<file path="src/rtl/pe_grid_pkg.sv">
// Shared types and lane-format helpers for the PE grid west-edge feeder.
package pe_grid_pkg;

  // Feeder control states
  typedef enum logic [1:0] {
    ST_IDLE   = 2'd0,
    ST_STREAM = 2'd1,
    ST_FLUSH  = 2'd2,
    ST_DONE   = 2'd3
  } feed_state_e;

  // Default lane format: valid bit on top of a DATA_W element
  localparam int unsigned DATA_W_DFLT  = 8;
  localparam int unsigned LANE_W       = DATA_W_DFLT + 1;
  localparam int unsigned LANE_VLD_BIT = DATA_W_DFLT;

  // Lane width for an arbitrary element width
  function automatic int unsigned lane_w(input int unsigned data_w);
    return data_w + 1;
  endfunction

  // Valid-bit position inside a lane for an arbitrary element width
  function automatic int unsigned lane_vld_bit(input int unsigned data_w);
    return data_w;
  endfunction

endpackage

</file>
<file path="src/rtl/pe_feed_fifo.sv">
// Synchronous vector FIFO with registered full/empty flags and exact occupancy.
module pe_feed_fifo #(
  parameter int unsigned WIDTH = 8,
  parameter int unsigned DEPTH = 16
) (
  input  logic                     i_clk,
  input  logic                     i_rst,
  input  logic                     i_push,
  input  logic [WIDTH-1:0]         i_wdata,
  input  logic                     i_pop,
  output logic [WIDTH-1:0]         o_rdata,
  output logic                     o_full,
  output logic                     o_empty,
  output logic [$clog2(DEPTH):0]   o_count
);

  localparam int unsigned AW    = $clog2(DEPTH);
  localparam int unsigned CNT_W = AW + 1;

  logic [WIDTH-1:0] mem_q [DEPTH];
  logic [AW-1:0]    wr_q, rd_q;
  logic [CNT_W-1:0] count_q, count_d;
  logic             full_q, empty_q;
  logic             push_ok, pop_ok;

  // Full blocks a push even when a pop happens in the same cycle
  assign push_ok = i_push && !full_q;
  assign pop_ok  = i_pop  && !empty_q;

  // Next occupancy; simultaneous push and pop leaves it unchanged
  always_comb begin
    count_d = count_q;
    case ({push_ok, pop_ok})
      2'b10:   count_d = count_q + CNT_W'(1);
      2'b01:   count_d = count_q - CNT_W'(1);
      default: count_d = count_q;
    endcase
  end

  // Pointers, occupancy and flags
  always_ff @(posedge i_clk) begin
    if (i_rst) begin
      wr_q    <= '0;
      rd_q    <= '0;
      count_q <= '0;
      full_q  <= 1'b0;
      empty_q <= 1'b1;
    end else begin
      if (push_ok) wr_q <= wr_q + AW'(1);
      if (pop_ok)  rd_q <= rd_q + AW'(1);
      count_q <= count_d;
      full_q  <= (count_d == CNT_W'(DEPTH));
      empty_q <= (count_d == '0);
    end
  end

  // Storage array; contents are don't-care until written
  always_ff @(posedge i_clk) begin
    if (push_ok) mem_q[wr_q] <= i_wdata;
  end

  assign o_rdata = mem_q[rd_q];
  assign o_full  = full_q;
  assign o_empty = empty_q;
  assign o_count = count_q;

endmodule

</file>
<file path="src/rtl/pe_grid_feeder.sv">
// West-edge feeder: buffers activation vectors, streams a programmed count
// onto the grid with a per-row diagonal skew, then drains and reports done.
module pe_grid_feeder
  import pe_grid_pkg::*;
#(
  parameter int unsigned ROWS   = 9,
  parameter int unsigned DATA_W = 8,
  parameter int unsigned DEPTH  = 16,
  parameter int unsigned LEN_W  = 16
) (
  input  logic                           i_clk,
  input  logic                           i_rst,
  input  logic                           i_start,
  input  logic [LEN_W-1:0]               i_len,
  output logic                           o_busy,
  output logic                           o_done,
  input  logic                           i_vec_valid,
  output logic                           o_vec_ready,
  input  logic [ROWS*DATA_W-1:0]         i_vec_data,
  output logic [ROWS*(DATA_W+1)-1:0]     o_west_data,
  output logic [$clog2(DEPTH):0]         o_fifo_count
);

  localparam int unsigned VEC_W = ROWS * DATA_W;
  localparam int unsigned LN_W  = lane_w(DATA_W);
  localparam int unsigned FL_W  = $clog2(ROWS) + 1;

  feed_state_e      state_q, state_d;
  logic [LEN_W-1:0] rem_q, rem_d;
  logic [FL_W-1:0]  fl_q, fl_d;
  logic             busy_q, done_q;
  logic             issue_c;

  logic [VEC_W-1:0] fifo_rdata;
  logic             fifo_full, fifo_empty;

  pe_feed_fifo #(
    .WIDTH (VEC_W),
    .DEPTH (DEPTH)
  ) u_fifo (
    .i_clk   (i_clk),
    .i_rst   (i_rst),
    .i_push  (i_vec_valid),
    .i_wdata (i_vec_data),
    .i_pop   (issue_c),
    .o_rdata (fifo_rdata),
    .o_full  (fifo_full),
    .o_empty (fifo_empty),
    .o_count (o_fifo_count)
  );

  // Ready comes straight from the registered full flag
  assign o_vec_ready = !fifo_full;

  // Next-state, remaining/flush counters and pop decision
  always_comb begin
    state_d = state_q;
    rem_d   = rem_q;
    fl_d    = fl_q;
    issue_c = 1'b0;
    case (state_q)
      ST_IDLE: begin
        if (i_start) begin
          if (i_len == '0) begin
            state_d = ST_DONE;
          end else begin
            rem_d   = i_len;
            state_d = ST_STREAM;
          end
        end
      end
      ST_STREAM: begin
        if (!fifo_empty && (rem_q != '0)) begin
          issue_c = 1'b1;
          rem_d   = rem_q - LEN_W'(1);
          if (rem_q == LEN_W'(1)) begin
            state_d = ST_FLUSH;
            fl_d    = FL_W'(ROWS - 1);
          end
        end
      end
      ST_FLUSH: begin
        if (fl_q == '0) state_d = ST_DONE;
        else            fl_d    = fl_q - FL_W'(1);
      end
      ST_DONE: begin
        state_d = ST_IDLE;
      end
      default: begin
        state_d = ST_IDLE;
      end
    endcase
  end

  // Control state and registered status outputs
  always_ff @(posedge i_clk) begin
    if (i_rst) begin
      state_q <= ST_IDLE;
      rem_q   <= '0;
      fl_q    <= '0;
      busy_q  <= 1'b0;
      done_q  <= 1'b0;
    end else begin
      state_q <= state_d;
      rem_q   <= rem_d;
      fl_q    <= fl_d;
      busy_q  <= (state_d != ST_IDLE);
      done_q  <= (state_d == ST_DONE);
    end
  end

  assign o_busy = busy_q;
  assign o_done = done_q;

  // Per-row skew: row r sees its element r+1 cycles after issue
  for (genvar r = 0; r < ROWS; r++) begin : g_row
    logic [DATA_W-1:0] elem_c;
    logic [LN_W-1:0]   pipe_q [r+1];

    // Bubbles carry zero data so idle lanes never show stale elements
    assign elem_c = issue_c ? fifo_rdata[(ROWS-r)*DATA_W-1 -: DATA_W] : '0;

    // Row r delay line: stage 0 captures the issue, stage r drives the lane
    always_ff @(posedge i_clk) begin
      if (i_rst) begin
        for (int k = 0; k <= r; k++) pipe_q[k] <= '0;
      end else begin
        pipe_q[0] <= {issue_c, elem_c};
        for (int k = 1; k <= r; k++) pipe_q[k] <= pipe_q[k-1];
      end
    end

    assign o_west_data[(ROWS-r)*LN_W-1 -: LN_W] = pipe_q[r];
  end

endmodule

</file>
<file path="config.mk">
export PLATFORM = sky130hd
export DESIGN_NAME = pe_grid_feeder
export DESIGN_NICKNAME = d
export VERILOG_FILES = /design/src/rtl/pe_grid_pkg.sv /design/src/rtl/pe_feed_fifo.sv /design/src/rtl/pe_grid_feeder.sv
export SDC_FILE = /design/constraint.sdc
export NUM_CORES = 1
export LEC_CHECK = 0
export BUFFER_PORTS_ARGS = -buffer_cell sky130_fd_sc_hd__buf_4
export CAP_MARGIN = 15
export CELL_PAD_IN_SITES_DETAIL_PLACEMENT = 2
export CELL_PAD_IN_SITES_GLOBAL_PLACEMENT = 2
export CORE_MARGIN = 2
export CORE_UTILIZATION = 30
export CTS_BUF_LIST = sky130_fd_sc_hd__clkbuf_4 sky130_fd_sc_hd__clkbuf_8
export DETAILED_ROUTE_END_ITERATION = 10
export HOLD_SLACK_MARGIN = 0.02
export MAX_ROUTING_LAYER = met4
export PLACE_DENSITY_LB_ADDON = 0.05
export SETUP_SLACK_MARGIN = 0.15
export SYNTH_ARGS = -nofsm -noshare
export SYNTH_HDL_FRONTEND = slang
export SYNTH_SLANG_ARGS = --single-unit
</file>
<file path="constraint.sdc">
create_clock -name i_clk -period 20.4 [get_ports i_clk]
set_input_delay 1.02 -clock i_clk [delete_from_list [all_inputs] [get_ports i_clk]]
set_output_delay 1.02 -clock i_clk [all_outputs]
set_load 0.05 [all_outputs]
</file>
==> results.rst, run 1 <==
.. list-table::
   :header-rows: 1

   * - Metric
     - Value
   * - Peak clock frequency supported by timing
     - ~0.18 GHz
   * - Clock slew at reported path FFs
     - ~60 ps
   * - Most frequently used cell type in the post-synthesis netlist
     - edfxtp_1
   * - Initial antenna violation count
     - 34
   * - PD cells
     - 107 nW/um^2
   * - Relative slew slack
     - 19.6%
   * - Required time worst endpoint
     - between 20000 and 25000 ps
   * - Count of input and output buffers
     - 180
   * - Crit path setup slack, layout
     - approximately 15000 ps
   * - Psw
     - between 1.5 and 2 mW
   * - Post-route clock period utilization
     - 27.4%
   * - Clock group share of total power
     - between 40% and 50%
   * - Gr ovfl total
     - 0
   * - Count of nets after finishing
     - around 3200
   * - Number of buffer and inverter instances along the worst setup path
     - 4
   * - Post-Place Cells
     - roughly 5300
   * - Setup TNS after final layout
     - 0 ps
   * - Crit-path most repeated cell
     - buf_4
   * - Clock Latency Late Sink
     - 1020 ps
   * - Routed wirelength normalized by instance count
     - between 20 and 30 um
   * - Effective utilization at floorplan
     - a little over 30%
   * - GPL Wtd Cong
     - around 0.72
   * - Critical path, cell by cell
     - buf_4 -> buf_4 -> buf_4 -> buf_4 -> mux4_2 -> mux4_2 -> and3_1
   * - Aggregate routed wire length
     - 158000 um
   * - Endpoint kind of the worst setup timing path
     - flip-flop
   * - Count of cells resized by post-cts repair
     - 0
   * - Pre-CTS worst setup slack
     - between 10000 and 15000 ps
   * - Final Setup Violations
     - 0
   * - Largest stage delay, worst path
     - approximately 860 ps
   * - Synth Flop Type
     - edfxtp_1
   * - DRC violation count after routing
     - 0
   * - Int Pwr
     - 5.44 mW
   * - Portion of total power attributed to combinational logic
     - 7.0%
   * - Netlist Area Pre-Place
     - approximately 56000 sq um
   * - Number of rows created at floorplan
     - roughly 160
   * - Fraction of power spent switching nets
     - between 20% and 30%
   * - Per-instance average area after synthesis
     - 20.1 sq um
   * - Die Span X
     - 436 um
   * - Placed cell area
     - 60000 sq um
   * - Hold-fix buffers at CTS
     - 0
   * - Total setup buffers inserted after CTS
     - 0
   * - Number of enable-type register cells in the synthesized netlist
     - about 1200
   * - Path category of the worst min-delay check
     - in2reg
   * - Number of warning messages in the yosys log
     - 0
   * - Total core area
     - between 150000 and 200000 sq um
   * - Clock Skews
     - 56.7 ps
   * - Distinct cell type count after synthesis
     - 60
   * - Area fraction of the dominant cell type after synthesis
     - between 60 and 70%
   * - Share of the yosys chip area belonging to registers
     - about three quarters
   * - Final cell count without fillers
     - between 5000 and 6000
   * - Worst path top cell family by delay
     - buffers and inverters
   * - Syn-to-layout area delta
     - 18.0%
   * - Synthesized flop and latch total
     - around 1600
   * - Worst slew pin tran
     - ~1200 ps
   * - Largest net degree at the start of global routing
     - between 70 and 80
   * - Total CTS buffers
     - just over 300
   * - Setup repair after global routing missed its margin
     - false
   * - Critical path class
     - reg2reg
   * - Count of antenna-violating nets left after detailed routing
     - 0
   * - Syn nets
     - ~2900
   * - Maximum Capacitance Violations
     - 0
   * - Minimum period implied by the final worst setup slack
     - about 5600 ps
   * - Largest cells by area after synthesis
     - edfxtp_1 62%, dfxtp_1 15%, mux4_2 14%, nor2b_1 3.3%, and3_1 0.82%
   * - Synth top cells by count
     - 1152 x edfxtp_1, 413 x dfxtp_1, 360 x mux4_2
   * - Startpoint class of the critical path
     - flip-flop
   * - Overall global routing resource usage
     - between 10% and 20%
   * - CTS Buffer Depth
     - 4
   * - Number of design-rule violations left by the first detailed-router iteration
     - 1802
   * - Seq pwr share
     - between 40 and 50%
   * - TritonCTS clock tree
     - built
   * - Total die area
     - around 190000 sq um
   * - Async set-or-reset flop fraction in the synthesized netlist
     - 0%
   * - Slowest library cell on the worst path
     - buf_4
   * - Clock sink count
     - between 1500 and 2000
   * - Die extent in y
     - 436 um
   * - Count of H-tree levels built during CTS
     - 5
   * - Power Total
     - about 7.1 mW
   * - Peak VDD IR
     - 0.0000374 V
   * - Global-route wire length before repair
     - 229000 um
   * - Layout cell share with drive strength beyond 1
     - between 30 and 40%
   * - Placed wire-length estimate after detailed placement
     - 85100 um
   * - Outcome
     - finished clean
   * - Vias per std cell
     - 4.70
   * - Final design area excluding fillers
     - between 60000 and 70000 sq um
   * - Max-slew violation count
     - 0
   * - Number of iterations in the first detailed-routing pass
     - 6
   * - Via count of the first global-routing pass
     - roughly 31000
   * - Number of hold violations in the final report
     - 0
   * - Cells after Synth
     - around 2800
   * - Leakage power
     - 21.7 nW
   * - Arrival time at the worst endpoint
     - ~6500 ps
   * - Number of I/O pins
     - 181
   * - Dominant cell type by area after synthesis
     - edfxtp_1
   * - Vias
     - about 27000
   * - Root buffer cell
     - clkbuf_8
   * - Peak fanout along the critical path
     - between 40 and 50
[cells by family after synthesis]
| logic type | share of synthesized area [%] |
|---|---|
| DFF | 76.6 |
| and+or+nand+nor | 5.60 |
| muxes | 14.5 |
| buffers and inverters | 1.87 |
| AOI/OAI and AO/OA | 0.942 |
| xor gates and xnor gates | 0.188 |
| adders and majority gates | 0.246 |
[worst paths after layout]
check / from / end / slack [ps] / depth (start not counted)
max: flip-flop / g_row[3].pipe_q[0][4]$_SDFF_PP0_ / 14820 / 7
min: i_vec_data[25] / u_fifo.mem_q[10][25]$_DFFE_PP_ / 310 / 1
max reg2reg: flip-flop / g_row[3].pipe_q[0][4]$_SDFF_PP0_ / 14820 / 7
min reg2reg: g_row[6].pipe_q[3][7]$_SDFF_PP0_ / g_row[6].pipe_q[4][7]$_SDFF_PP0_ / 420 / 1
[cell type report]
| cell class | instances | area (sq um) |
|---|---|---|
| diodes | 15 | 37.5 |
| clock buffers | 449 | 5460 |
| clock inverters | 73 | 452 |
| fillers | 18100 | 119000 |
| inverters | 17 | 68.8 |
| multi-input cells | 1004 | 12100 |
| flip-flops and latches | 1565 | 42900 |
| well taps | 2480 | 3100 |
| repair buffers | 236 | 1840 |
[routing by layer]
layer	global-route usage [%]	vias up	routed length (um)
met5	-	-	0
met4	5.02	0	3450
met3	3.36	301	7510
met2	26.9	711	75000
met1	22.9	14800	72300
li1	-	11600	-
[layout by cell type (no fill, tap or decap), types with 4 or more instances in the layout]
master	n
nand2_1	56
clkinv_2	18
nor2_4	12
edfxtp_1	1152
nor3_1	13
nor2b_1	299
diode_2	15
dfxtp_4	4
clkbuf_4	115
nor4_1	7
o21ai_1	9
xor2_1	7
o31ai_1	9
clkinv_1	44
or3_1	4
mux4_2	360
nor3_2	4
nand3_1	8
nand2b_1	6
nor2_1	36
o21ai_0	12
inv_1	15
dfxtp_1	409
xnor2_1	5
clkinvlp_4	5
and3_1	73
clkbuf_8	334
a21oi_1	32
buf_4	232
ha_1	11
bufinv_16	5
[flip-flops by register name, summed over array words and instances (netlist names), 2 cells and up, named ones only]
name	cells
fl_q	5
u_fifo.o_count	5
u_fifo.rd_q	4
u_fifo.mem_q	1152
rem_q	16
g_row.pipe_q	369
u_fifo.wr_q	4
state_q	2
[power by group through the flow]
stage / clock [mW] / combinational, mW / sequential (mW)
after global routing: 3.35 / 0.537 / 3.50
after floorplan: 0 / 0.322 / 3.56
final: 3.08 / 0.493 / 3.49
after global placement: 0 / 0.496 / 3.56
after detailed placement: 0 / 0.507 / 3.56
after CTS: 3.21 / 0.509 / 3.50
[through the flow]
stage | hold WS (ps) | util (%)
floorplan | 414 | -
global placement | 416 | 32.3
detailed placement | 426 | 32.4
CTS | 167 | 35.5
global route | 233 | 35.6
finish | 310 | 35.6
Power figures use the tool's default switching activity.
==> run 2: changes to the inputs <==
ABC_AREA = 1   (was default)
clock period = 5.25 ns   (was 20.4 ns; I/O delays follow)
==> results.rst, run 2 <==
.. list-table::
   :header-rows: 1

   * - Metric
     - Value
   * - Outcome
     - finished clean
   * - Count of nets after finishing
     - 4922
   * - Effective utilization at floorplan
     - between 30% and 40%
   * - Async set-or-reset flop fraction in the synthesized netlist
     - 0%
   * - Psw
     - between 6 and 7 mW
   * - PD cells
     - 407 nW/um^2
   * - Number of iterations in the first detailed-routing pass
     - 5
   * - Arrival time at the worst endpoint
     - 3960 ps
   * - Worst reg-to-reg setup slack
     - between 2000 and 2500 ps
   * - Largest stage delay, worst path
     - a little under 600 ps
   * - Number of warning messages in the yosys log
     - 0
   * - Vias per std cell
     - ~4.8
   * - Int Pwr
     - between 20 and 25 mW
   * - Dominant cell type by area after synthesis
     - edfxtp_1
   * - Number of hold violations in the final report
     - 0
   * - Path length in cells of the critical path
     - 10
   * - Fill cell count
     - roughly 20000
   * - Peak VDD IR
     - 0.000203 V
   * - Clock slew at reported path FFs
     - around 60 ps
   * - Die Span X
     - 440 um
   * - Global-route wire length before repair
     - ~270000 um
   * - Die extent in y
     - around 440 um
   * - Worst Hold Depth
     - 2
   * - Count of H-tree levels built during CTS
     - 5
   * - Synth top cells by count
     - 1152 x edfxtp_1, 930 x nor2_1, 593 x o21ai_0
   * - Vias
     - 36300
   * - Number of design-rule violations left by the first detailed-router iteration
     - between 1500 and 2000
   * - Cells after Synth
     - between 4000 and 5000
   * - Slowest library cell on the worst path
     - dlygate4sd3_1
   * - Startpoint class of the critical path
     - flip-flop
   * - DRC violation count after routing
     - 0
   * - Clock Latency Late Sink
     - approximately 1000 ps
   * - Setup TNS after final layout
     - 0 ps
   * - Top library cells by usage in the layout, fill and taps aside
     - 1152 x edfxtp_1, 914 x nor2_1, 593 x o21ai_0, 409 x dfxtp_1, 345 x inv_1
   * - Crit path setup slack, layout
     - about 2200 ps
   * - TritonCTS clock tree
     - built
   * - Register area
     - 42900 sq um
   * - Distinct cell type count after synthesis
     - 39
   * - Number of buffer and inverter instances along the worst setup path
     - 4
   * - Final Setup Violations
     - 0
   * - Largest net degree at the start of global routing
     - approximately 190
   * - Clock group share of total power
     - 44.2%
   * - Aggregate routed wire length
     - roughly 180000 um
   * - Max-slew violation count
     - 0
   * - Portion of total power attributed to combinational logic
     - 7.0%
   * - Post-route clock period utilization
     - between 50% and 60%
   * - Syn-to-layout area delta
     - 19.6%
   * - Total CTS buffers
     - just over 300
   * - Gr ovfl total
     - 0
   * - Number of enable-type register cells in the synthesized netlist
     - 1152
   * - Maximum Capacitance Violations
     - 0
   * - Setup repair after global routing missed its margin
     - false
   * - Leakage power
     - around 23 nW
   * - Worst slew pin tran
     - approximately 1200 ps
   * - Clock Skews
     - roughly 46 ps
   * - Max reg flops
     - 1152
   * - Peak fanout along the critical path
     - 25
   * - Count of antenna-violating nets left after detailed routing
     - 0
   * - Layout cell share with drive strength beyond 1
     - 16.2%
   * - Relative slew slack
     - a little over a fifth
   * - R2R cell count
     - 10
   * - Syn nets
     - approximately 4600
   * - Netlist Area Pre-Place
     - 57000 sq um
   * - Share of the yosys chip area belonging to registers
     - 75.2%
   * - Synth Flop Type
     - edfxtp_1
   * - Endpoint kind of the worst setup timing path
     - flip-flop
   * - Overall global routing resource usage
     - 19.2%
   * - CTS Buffer Depth
     - 4
   * - Area occupied by multi-input gates
     - approximately 11000 sq um
   * - Per-instance average area after synthesis
     - about 13 sq um
   * - Area fraction of the dominant cell type after synthesis
     - 60.7%
   * - Root buffer cell
     - clkbuf_8
   * - Fraction of power spent switching nets
     - 24.0%
   * - Pre-CTS worst setup slack
     - roughly 2300 ps
   * - Routed wirelength normalized by instance count
     - about 24 um
   * - Most frequently used cell type in the post-synthesis netlist
     - edfxtp_1
   * - Register name with the most flops
     - u_fifo.mem_q
   * - Peak clock frequency supported by timing
     - approximately 0.33 GHz
   * - Total die area
     - slightly below 200000 sq um
   * - Minimum period implied by the final worst setup slack
     - roughly 3100 ps
   * - Largest registers ranked by flip-flop count
     - u_fifo.mem_q (1152), g_row.pipe_q (369), rem_q (16)
   * - Most common cell after layout, fill and taps aside
     - edfxtp_1
   * - Worst path top cell family by delay
     - buffers and inverters
   * - Count of input and output buffers
     - 180
   * - Number of rows created at floorplan
     - 159
   * - Largest cells by area after synthesis
     - edfxtp_1 61%, dfxtp_1 15%, nor2_1 6.1%, o21ai_0 5.2%, o221ai_1 3.1%
   * - Critical path class
     - reg2reg
   * - Seq pwr share
     - approximately half
   * - Path category of the worst min-delay check
     - in2reg
   * - Placed wire-length estimate after detailed placement
     - approximately 91000 um
   * - Clock sink count
     - around 1600
   * - GPL Wtd Cong
     - 0.690
   * - Number of I/O pins
     - roughly 180
   * - Initial antenna violation count
     - 17
   * - Synthesized flop and latch total
     - between 1500 and 2000
   * - Total core area
     - roughly 190000 sq um
   * - Critical path, cell by cell
     - inv_1 -> nor2_4 -> buf_4 -> nand3_2 -> nand2_2 -> nand2_1 -> dlygate4sd3_1 -> nand2_1 -> a21oi_1 -> dlygate4sd3_1
   * - Required time worst endpoint
     - 6150 ps
   * - Via count of the first global-routing pass
     - 39700
[run 2: cell count changes in the layout (fill, tap and decap cells not counted), sizes merged, moves of 119 or more]
cell         delta
dlygate4sd3   +119
inv           +336
mux4          -360
nor2          +897
nor2b         -299
o21ai         +584
o221ai        +203
[run 2: layer usage]
layer	global-route usage, %	wire length (um)	vias to the layer above
met3	2.93	5590	366
met4	5.74	4580	0
met5	-	0	-
li1	-	-	16700
met2	30.7	85400	591
met1	25.2	84400	18700
[run 2: worst paths after layout]
path | startpoint | endpoint
setup / recovery | state_q[0]$_SDFF_PP0_ | rem_q[13]$_SDFFE_PP0P_
hold / removal | i_vec_data[54] | u_fifo.mem_q[3][54]$_DFFE_PP_
setup reg to reg | state_q[0]$_SDFF_PP0_ | rem_q[13]$_SDFFE_PP0P_
hold reg to reg | g_row[7].pipe_q[1][2]$_SDFF_PP0_ | g_row[7].pipe_q[1][11]$_SDFF_PP0_
[run 2: power groups by stage]
stage	clock network (mW)	logic [mW]	registers, mW
4_1_cts	12.7	2.01	13.5
3_5_place_dp	0	1.91	13.8
6_report	12.2	1.94	13.5
2_1_floorplan	0	1.10	13.8
5_1_grt	13.3	2.19	13.5
3_3_place_gp	0	1.89	13.8
[run 2: layout make-up]
cell class              count  share of cell area, %
diodes                     12                 0.0441
clock buffers             487                   8.49
clock inverters            39                  0.391
inverters                 351                   1.97
multi-input cells        2231                   16.7
flip-flops and latches   1565                   62.9
well taps                2495                   4.58
repair buffers            365                   4.93
[run 2: metrics by stage]
step                      instance area (sq um)  hold slack, ps  power, mW  instances  utilization (%)
final                                     68100             124       27.7       7545             36.2
after global routing                      68100            59.6       29.0       7544             36.2
after CTS                                 68100            21.0       28.3       7532             36.2
after detailed placement                  60800             397       15.7       6887             32.3
after global placement                    60800             390       15.7       6887             32.3
after floorplan                           57000             361       14.9       4482                -
[run 2: cell families (layout without fill, tap and decap cells)]
group | after synthesis | in the layout | share of synthesized area [%]
simple gates | 1118 | 1118 | 7.80
xor+xnor | 6 | 6 | 0.0923
buf+inv | 686 | 1242 | 5.02
compound gates | 1096 | 1096 | 11.6
other cells | 0 | 12 | 0
flops | 1565 | 1565 | 75.2
fa+ha+maj | 11 | 11 | 0.242
[run 2: timing repair]
action	4_1_cts	5_1_grt
setup buffers	0	0
hold buffers	119	0
resized for setup	0	0
endpoints found under the hold margin	1270	0
